<file path="config.mk">
export PLATFORM = sky130hd
export DESIGN_NAME = seven_segment_decoder
export DESIGN_NICKNAME = d
export VERILOG_FILES = /design/src/rtl/seven_segment_decoder_pkg.sv /design/src/rtl/seven_segment_decoder_sync2.sv /design/src/rtl/seven_segment_decoder.sv
export SDC_FILE = /design/constraint.sdc
export NUM_CORES = 1
export LEC_CHECK = 0
export BUFFER_PORTS_ARGS = -buffer_cell sky130_fd_sc_hd__buf_2
export CELL_PAD_IN_SITES_DETAIL_PLACEMENT = 1
export CELL_PAD_IN_SITES_GLOBAL_PLACEMENT = 1
export CORE_MARGIN = 4
export CORE_UTILIZATION = 45
export DETAILED_ROUTE_END_ITERATION = 12
export MAX_ROUTING_LAYER = met4
export PLACE_DENSITY_LB_ADDON = 0.1
export SLEW_MARGIN = 20
export SYNTH_ARGS = -nofsm -noshare
export SYNTH_HDL_FRONTEND = slang
export SYNTH_SLANG_ARGS = --single-unit
</file>
<file path="constraint.sdc">
create_clock -name clk -period 1.7 [get_ports clk]
set_input_delay 0.085 -clock clk [delete_from_list [all_inputs] [get_ports clk]]
set_output_delay 0.085 -clock clk [all_outputs]
set_load 0.01 [all_outputs]
</file>
<file path="src/rtl/seven_segment_decoder_pkg.sv">
// Shared constants for the seven-segment decoder: segment patterns (bit0=a .. bit6=g),
// FSM state encoding, digit-select polarity and the pattern-to-BCD decode function.
package seven_segment_decoder_pkg;

    localparam logic [6:0] SEG_0 = 7'h3F;
    localparam logic [6:0] SEG_1 = 7'h06;
    localparam logic [6:0] SEG_2 = 7'h5B;
    localparam logic [6:0] SEG_3 = 7'h4F;
    localparam logic [6:0] SEG_4 = 7'h66;
    localparam logic [6:0] SEG_5 = 7'h6D;
    localparam logic [6:0] SEG_6 = 7'h7D;
    localparam logic [6:0] SEG_7 = 7'h07;
    localparam logic [6:0] SEG_8 = 7'h7F;
    localparam logic [6:0] SEG_9 = 7'h6F;

    localparam logic DIGIT_TENS  = 1'b1;
    localparam logic DIGIT_UNITS = 1'b0;

    typedef enum logic [1:0] {
        HUNT      = 2'd0,
        HAVE_TENS = 2'd1,
        PUBLISH   = 2'd2
    } state_e;

    // Returns {pattern_ok, bcd_value}; unknown patterns yield ok=0 and value 0.
    function automatic logic [4:0] seg_decode(input logic [6:0] seg);
        logic [4:0] res;
        case (seg)
            SEG_0:   res = {1'b1, 4'd0};
            SEG_1:   res = {1'b1, 4'd1};
            SEG_2:   res = {1'b1, 4'd2};
            SEG_3:   res = {1'b1, 4'd3};
            SEG_4:   res = {1'b1, 4'd4};
            SEG_5:   res = {1'b1, 4'd5};
            SEG_6:   res = {1'b1, 4'd6};
            SEG_7:   res = {1'b1, 4'd7};
            SEG_8:   res = {1'b1, 4'd8};
            SEG_9:   res = {1'b1, 4'd9};
            default: res = {1'b0, 4'd0};
        endcase
        return res;
    endfunction

endpackage

</file>
<file path="src/rtl/seven_segment_decoder_sync2.sv">
// Two-flop synchronizer for one asynchronous bit; both stages clear asynchronously.
module sync2 (
    input  logic clk,
    input  logic rst_n,
    input  logic d_i,
    output logic q_o
);

    logic meta_q;
    logic sync_q;

    // Two-stage capture of the asynchronous input.
    always_ff @(posedge clk or negedge rst_n) begin
        if (!rst_n) begin
            meta_q <= 1'b0;
            sync_q <= 1'b0;
        end else begin
            meta_q <= d_i;
            sync_q <= meta_q;
        end
    end

    assign q_o = sync_q;

endmodule

</file>
<file path="src/rtl/seven_segment_decoder.sv">
// Captures a multiplexed two-digit seven-segment bus and publishes tens/units BCD pairs.
// Optional sticky error output is enabled by defining SEVEN_SEGMENT_DECODER_ERR_EN.
module seven_segment_decoder
    import seven_segment_decoder_pkg::*;
#(
    parameter int unsigned STABLE_CYCLES = 4,
    parameter bit          INVERT        = 1'b1
) (
    input  logic       clk,
    input  logic       reset_n,
    input  logic [6:0] segments,
    input  logic       digit,
    output logic [3:0] ten_count,
    output logic [3:0] unit_count,
`ifdef SEVEN_SEGMENT_DECODER_ERR_EN
    output logic       error,
`endif
    output logic       valid
);

    localparam logic [3:0] CNT_MAX = 4'(STABLE_CYCLES - 1);
    localparam logic [3:0] ACC_AT  = 4'(STABLE_CYCLES - 2);

    logic       rst_sync_n;
    logic [7:0] bus_raw_s;
    logic [7:0] bus_sync_s;
    logic [7:0] prev_q;
    logic [3:0] cnt_q, cnt_d;
    logic       same_s;
    logic       accept_s;
    logic [6:0] seg_eff_s;
    logic       dec_ok_s;
    logic [3:0] dec_val_s;
    logic       is_tens_s;
    state_e     state_q, state_d;
    logic [3:0] tens_q, tens_d;
    logic [3:0] ten_count_q, ten_count_d;
    logic [3:0] unit_count_q, unit_count_d;
    logic       valid_q, valid_d;

    // Reset asserts immediately but releases only after two clean clock edges.
    sync2 u_rst_sync (
        .clk   (clk),
        .rst_n (reset_n),
        .d_i   (1'b1),
        .q_o   (rst_sync_n)
    );

    assign bus_raw_s = {digit, segments};

    for (genvar i = 0; i < 8; i++) begin : g_sync
        sync2 u_sync (
            .clk   (clk),
            .rst_n (rst_sync_n),
            .d_i   (bus_raw_s[i]),
            .q_o   (bus_sync_s[i])
        );
    end

    assign same_s    = (bus_sync_s == prev_q);
    assign accept_s  = same_s && (cnt_q == ACC_AT);
    assign seg_eff_s = INVERT ? ~bus_sync_s[6:0] : bus_sync_s[6:0];
    assign {dec_ok_s, dec_val_s} = seg_decode(seg_eff_s);
    assign is_tens_s = (bus_sync_s[7] == DIGIT_TENS);

    // Stability run length of the synchronized bus, saturating once accepted.
    always_comb begin
        cnt_d = cnt_q;
        if (!same_s) begin
            cnt_d = 4'd0;
        end else if (cnt_q < CNT_MAX) begin
            cnt_d = cnt_q + 4'd1;
        end else begin
            cnt_d = cnt_q;
        end
    end

    // Units acceptance loads the outputs directly so valid appears in the PUBLISH cycle.
    always_comb begin
        state_d      = state_q;
        tens_d       = tens_q;
        ten_count_d  = ten_count_q;
        unit_count_d = unit_count_q;
        valid_d      = 1'b0;
        case (state_q)
            HUNT: begin
                if (accept_s && dec_ok_s && is_tens_s) begin
                    tens_d  = dec_val_s;
                    state_d = HAVE_TENS;
                end else begin
                    state_d = HUNT;
                end
            end
            HAVE_TENS: begin
                if (accept_s && !dec_ok_s) begin
                    tens_d  = 4'd0;
                    state_d = HUNT;
                end else if (accept_s && is_tens_s) begin
                    tens_d  = dec_val_s;
                    state_d = HAVE_TENS;
                end else if (accept_s) begin
                    ten_count_d  = tens_q;
                    unit_count_d = dec_val_s;
                    valid_d      = 1'b1;
                    state_d      = PUBLISH;
                end else begin
                    state_d = HAVE_TENS;
                end
            end
            PUBLISH: begin
                state_d = HUNT;
            end
            default: begin
                state_d = HUNT;
            end
        endcase
    end

    // State, run counter, holding and output registers.
    always_ff @(posedge clk or negedge rst_sync_n) begin
        if (!rst_sync_n) begin
            prev_q       <= 8'd0;
            cnt_q        <= 4'd0;
            state_q      <= HUNT;
            tens_q       <= 4'd0;
            ten_count_q  <= 4'd0;
            unit_count_q <= 4'd0;
            valid_q      <= 1'b0;
        end else begin
            prev_q       <= bus_sync_s;
            cnt_q        <= cnt_d;
            state_q      <= state_d;
            tens_q       <= tens_d;
            ten_count_q  <= ten_count_d;
            unit_count_q <= unit_count_d;
            valid_q      <= valid_d;
        end
    end

`ifdef SEVEN_SEGMENT_DECODER_ERR_EN
    logic error_q;
    logic err_set_s;

    assign err_set_s = accept_s && !dec_ok_s;

    // Sticky: only reset clears it.
    always_ff @(posedge clk or negedge rst_sync_n) begin
        if (!rst_sync_n) begin
            error_q <= 1'b0;
        end else begin
            error_q <= error_q | err_set_s;
        end
    end

    assign error = error_q;
`endif

    assign ten_count  = ten_count_q;
    assign unit_count = unit_count_q;
    assign valid      = valid_q;

endmodule

</file>
==> results.txt <==
- Minimum clock period: 2.01 ns
* Post-Layout Inst Area: 0.00252 mm²
- Post-synth cell types: 37
- The cell count after synthesis came out at 128.
* CTS sink count: 44
- Sequential share of power: 52.6%
- In this run the worst path has a maximum fanout of 6.
- Cell family with the largest share of critical-path delay: multiplexers
- Clock insertion delay at the later pin of the skew report: 0.30 ns
- The run finished, with violations left.
- Number of instances in the placed design: 208
- Violated checks: setup timing
* Worst-case vdd ir drop: 0.000651 V
* Post-route clock period utilization: 118%
- In this run, CTS created clock tree buffers numbering 5.
- Effective utilization at floorplan: 47.1%
- The critical path contains buffers and inverters numbering 0 combined.
* RSZ-0062 raised after global routing: yes
* DRC violation count after routing: 0
* Net switching component of the power: 495 µW
* Via count: 1225
- The critical path goes through and3_4, a22o_1, a21oi_2, and2_4, mux2i_4, mux2_4.
- Die footprint: 0.00495 mm²
* Hold WC Path Type: input port to asynchronous set/reset pin
* Via count of the first global-routing pass: 1437
- Per report_power, the combinational group accounts for 8.3% of the total.
* Post-DRT Antenna Nets: 0
* First-pass GRT wire length: 7180 µm
- Largest net degree at the start of global routing: 22
- Clock slew at the register clock pins of the worst setup and hold paths: 0.09 ns
- Dividing the detail-routed wire length by the instance count gives 18.6 µm.
- Worst setup margin: -0.308 ns
- The clock network accounts for 39.0% of the total power.
- Drt first-iter violations: 31
- Design internal power: 1620 µW
- In this run, synthesis produced a sequential element count of 44.
* Detail-routed via count per cell: 5.08
* Total half-perimeter wirelength after legalization and detailed placement: 2560 µm
- The critical path in this run is classified as register to register.
* DRT Pass-1 Iters: 4
* Kind of start point of the critical path: register
- Total power: 2120 µW
- Share of cells above drive strength 1: 52.8%
- The number of antenna violations at the first check in global routing is 0.
* Fin nets: 204
- Post-Place Worst Slack: -0.380 ns
- Stage delay of the slowest cell on the critical path: 0.49 ns
* Fmax: 498 MHz
- The floorplan step set the die height to 70.4 µm.
- Global-route usage over all layers: 19.3%
- Required arrival time at the worst endpoint: 1.89 ns
- Diode insertion count for antenna repair: 0
- Syn-to-layout area delta: 43.8%
- Final hold violations: 0
- The largest individual stage delay along the critical path comes from the cell sky130_fd_sc_hd__dfrtp_2.
- Setup Viol. Count Final: 11
- Counting every net in the synthesized netlist gives 140.
- After synthesis, flip-flops and latches occupy 62.9% of the total area.
- Port-buffer cells: 18
- For the worst setup path, the data arrival time is 2.20 ns.
- Final Slew Violations: 0
* Worst Clk Skew: 0.00505 ns
- The cell area that synthesis handed to floorplanning was 0.00175 mm².
- During synthesis, Yosys emitted a total of 0 warnings.
- The congestion estimate from routability-driven global placement came to 0.819.
* Maximum level of the CTS H-tree: 2
- Max-cap violations in this run came to 0.
- Placeable core region: 0.00372 mm²
* Post-route insts no fill: 241
- The initialized floorplan defines 22 standard-cell rows.
- Counting along the longest clock path gives a buffer depth of 2.
- In this run the cell area measured after placement is 0.00205 mm².
- In this run the static leakage power is 0.00120 µW.
* IO Pins: 19
- The floorplan step set the die width to 70.4 µm.
- Dividing the synthesized area by the synthesized cell count gives 13.7 µm².
- Sw Share: 23.4%
- TritonCTS built the clock tree.
- The tree is rooted in a sky130_fd_sc_hd__clkbuf_8.
- The worst setup path is captured at a register.
- For this run the aggregate overflow at the end of global routing stands at 0.
- Dividing total power by cell area gives a power density of 841 mW/mm².
- After detailed routing, the total wire length is 4480 µm.
==> flip-flops by register name, indices dropped and copies added (netlist names) <==
register and count:
g_sync.u_sync.meta_q 8, g_sync.u_sync.q_o 8, ten_count 4, u_rst_sync.q_o 1
prev_q 8, u_rst_sync.meta_q 1, cnt_q 4, tens_q 4
state_q 2, unit_count 4
==> cell usage after synthesis <==
cell type,instances,share of area (%)
sky130_fd_sc_hd__dfrtp_1,44,63
sky130_fd_sc_hd__nor2_1,5,1.1
sky130_fd_sc_hd__o32a_1,1,0.57
sky130_fd_sc_hd__nand2_1,5,1.1
sky130_fd_sc_hd__a21oi_2,1,0.50
sky130_fd_sc_hd__buf_4,1,0.43
sky130_fd_sc_hd__o21a_1,1,0.43
sky130_fd_sc_hd__nor4_1,1,0.36
sky130_fd_sc_hd__buf_2,3,0.86
sky130_fd_sc_hd__mux2i_1,3,1.7
sky130_fd_sc_hd__and2_1,4,1.4
sky130_fd_sc_hd__xnor2_1,10,5.0
sky130_fd_sc_hd__a2111oi_0,1,0.50
sky130_fd_sc_hd__mux2i_4,1,1.3
sky130_fd_sc_hd__a31oi_1,2,0.71
sky130_fd_sc_hd__nand4b_2,1,0.86
sky130_fd_sc_hd__nand3_1,4,1.1
sky130_fd_sc_hd__or3b_1,1,0.50
sky130_fd_sc_hd__a21boi_0,1,0.43
sky130_fd_sc_hd__and2b_2,1,0.50
sky130_fd_sc_hd__mux2_2,6,3.9
sky130_fd_sc_hd__nor2_4,2,1.3
sky130_fd_sc_hd__a22o_1,1,0.50
sky130_fd_sc_hd__nand4_1,2,0.71
sky130_fd_sc_hd__nor4bb_4,1,1.4
sky130_fd_sc_hd__nand2b_1,2,0.71
sky130_fd_sc_hd__and3_1,1,0.36
sky130_fd_sc_hd__o21ai_0,6,1.7
sky130_fd_sc_hd__nor3_1,3,0.86
sky130_fd_sc_hd__a21oi_1,2,0.57
sky130_fd_sc_hd__nor3_4,1,0.93
sky130_fd_sc_hd__conb_1,1,0.21
sky130_fd_sc_hd__and2_4,1,0.50
sky130_fd_sc_hd__mux2_4,2,1.7
sky130_fd_sc_hd__inv_1,3,0.64
sky130_fd_sc_hd__ha_1,2,1.4
sky130_fd_sc_hd__o22ai_1,1,0.36
==> stage by stage <==
stage / setup TNS [ns] / util [%] / hold WS, ns
floorplan: -1.23 / - / -0.211
global placement: -3.08 / 55.3 / -0.131
detailed placement: -3.14 / 55.3 / -0.125
CTS: -2.19 / 64.1 / 0.0850
global route: -3.77 / 67.8 / 0.0826
finish: -2.62 / 67.8 / 0.0987
==> power by group through the flow <==
| stage | combinational, µW | clock (µW) | sequential (µW) |
|---|---|---|---|
| after floorplan | 68.7 | 0 | 1130 |
| after global placement | 110 | 0 | 1130 |
| after detailed placement | 114 | 0 | 1130 |
| after CTS | 151 | 833 | 1110 |
| after global routing | 191 | 902 | 1120 |
| final | 177 | 827 | 1110 |
==> area by class of cell <==
class	instances	area, µm²
inverters	3	11.3
flip-flops and latches	44	1110
fillers	361	1200
repair buffers	61	463
multi-input cells	77	759
clock buffers	5	68.8
clock inverters	3	46.3
well taps	48	60.1
==> cell usage in the layout, fill, tap and decap left out, types with 2 or more instances in the layout <==
master                          Yosys  final
sky130_fd_sc_hd__dfrtp_1           44     37
sky130_fd_sc_hd__buf_4              1     29
sky130_fd_sc_hd__buf_2              3     18
sky130_fd_sc_hd__dlygate4sd3_1      0      9
sky130_fd_sc_hd__mux2_4             2      8
sky130_fd_sc_hd__dfrtp_2            0      7
sky130_fd_sc_hd__xnor2_1           10      5
sky130_fd_sc_hd__xnor2_2            0      5
sky130_fd_sc_hd__nor2_1             5      5
sky130_fd_sc_hd__clkbuf_8           0      5
sky130_fd_sc_hd__nand2_1            5      4
sky130_fd_sc_hd__and2_1             4      4
sky130_fd_sc_hd__buf_6              0      4
sky130_fd_sc_hd__inv_1              3      3
sky130_fd_sc_hd__a21oi_2            1      3
sky130_fd_sc_hd__nand3_2            0      3
sky130_fd_sc_hd__mux2i_1            3      3
sky130_fd_sc_hd__o21ai_1            0      3
sky130_fd_sc_hd__nand4_1            2      2
sky130_fd_sc_hd__nor2_4             2      2
sky130_fd_sc_hd__nor3_1             3      2
sky130_fd_sc_hd__o21ai_2            0      2
sky130_fd_sc_hd__a31oi_1            2      2
sky130_fd_sc_hd__ha_1               2      2
==> what timing repair did <==
item | CTS | global route
pin swaps | 7 | 11
setup endpoints to repair | 13 | 14
resized for setup | 15 | 22
hold buffers | 9 | 0
setup buffers | 9 | 7
endpoints found under the hold margin | 10 | 0
==> per-layer routing <==
| metal | up-vias | track usage (%) | part of all wire, % |
|---|---|---|---|
| met5 | - | - | 0 |
| met3 | 6 | 4.03 | 3.1 |
| met2 | 23 | 34.8 | 57 |
| li1 | 567 | - | - |
| met1 | 629 | 21.0 | 39 |
| met4 | 0 | 6.17 | 1.1 |
==> path summary, 6_finish.rpt <==
path | startpoint | end | slack (ns) | cells past startpoint
setup / recovery | g_sync[0].u_sync.q_o | tens_q[0] | -0.31 | 6
max in group asynchronous | u_rst_sync.q_o | cnt_q[3] | 1.23 | 1
hold / removal | reset_n | u_rst_sync.q_o | 0.1 | 2
setup reg to reg | g_sync[0].u_sync.q_o | tens_q[0] | -0.31 | 6
hold reg to reg | u_rst_sync.q_o | g_sync[4].u_sync.meta_q | 0.24 | 1
min in group clk | g_sync[1].u_sync.meta_q | g_sync[1].u_sync.q_o | 0.35 | 0
==> logic make-up (layout without fill, tap and decap cells) <==
kind of cell,count (synthesis),count (layout),share of synthesized area [%]
XOR/XNOR,10,10,5.00
buffers and inverters,7,72,1.93
AO/OA/AOI/OAI,17,17,6.29
AND/OR/NAND/NOR,35,35,13.7
adder cells (fa/ha/maj),2,2,1.43
flip-flops,44,44,62.9
multiplexers,12,12,8.57
other,1,1,0.214
No activity file was read; power rests on OpenSTA's default activity.
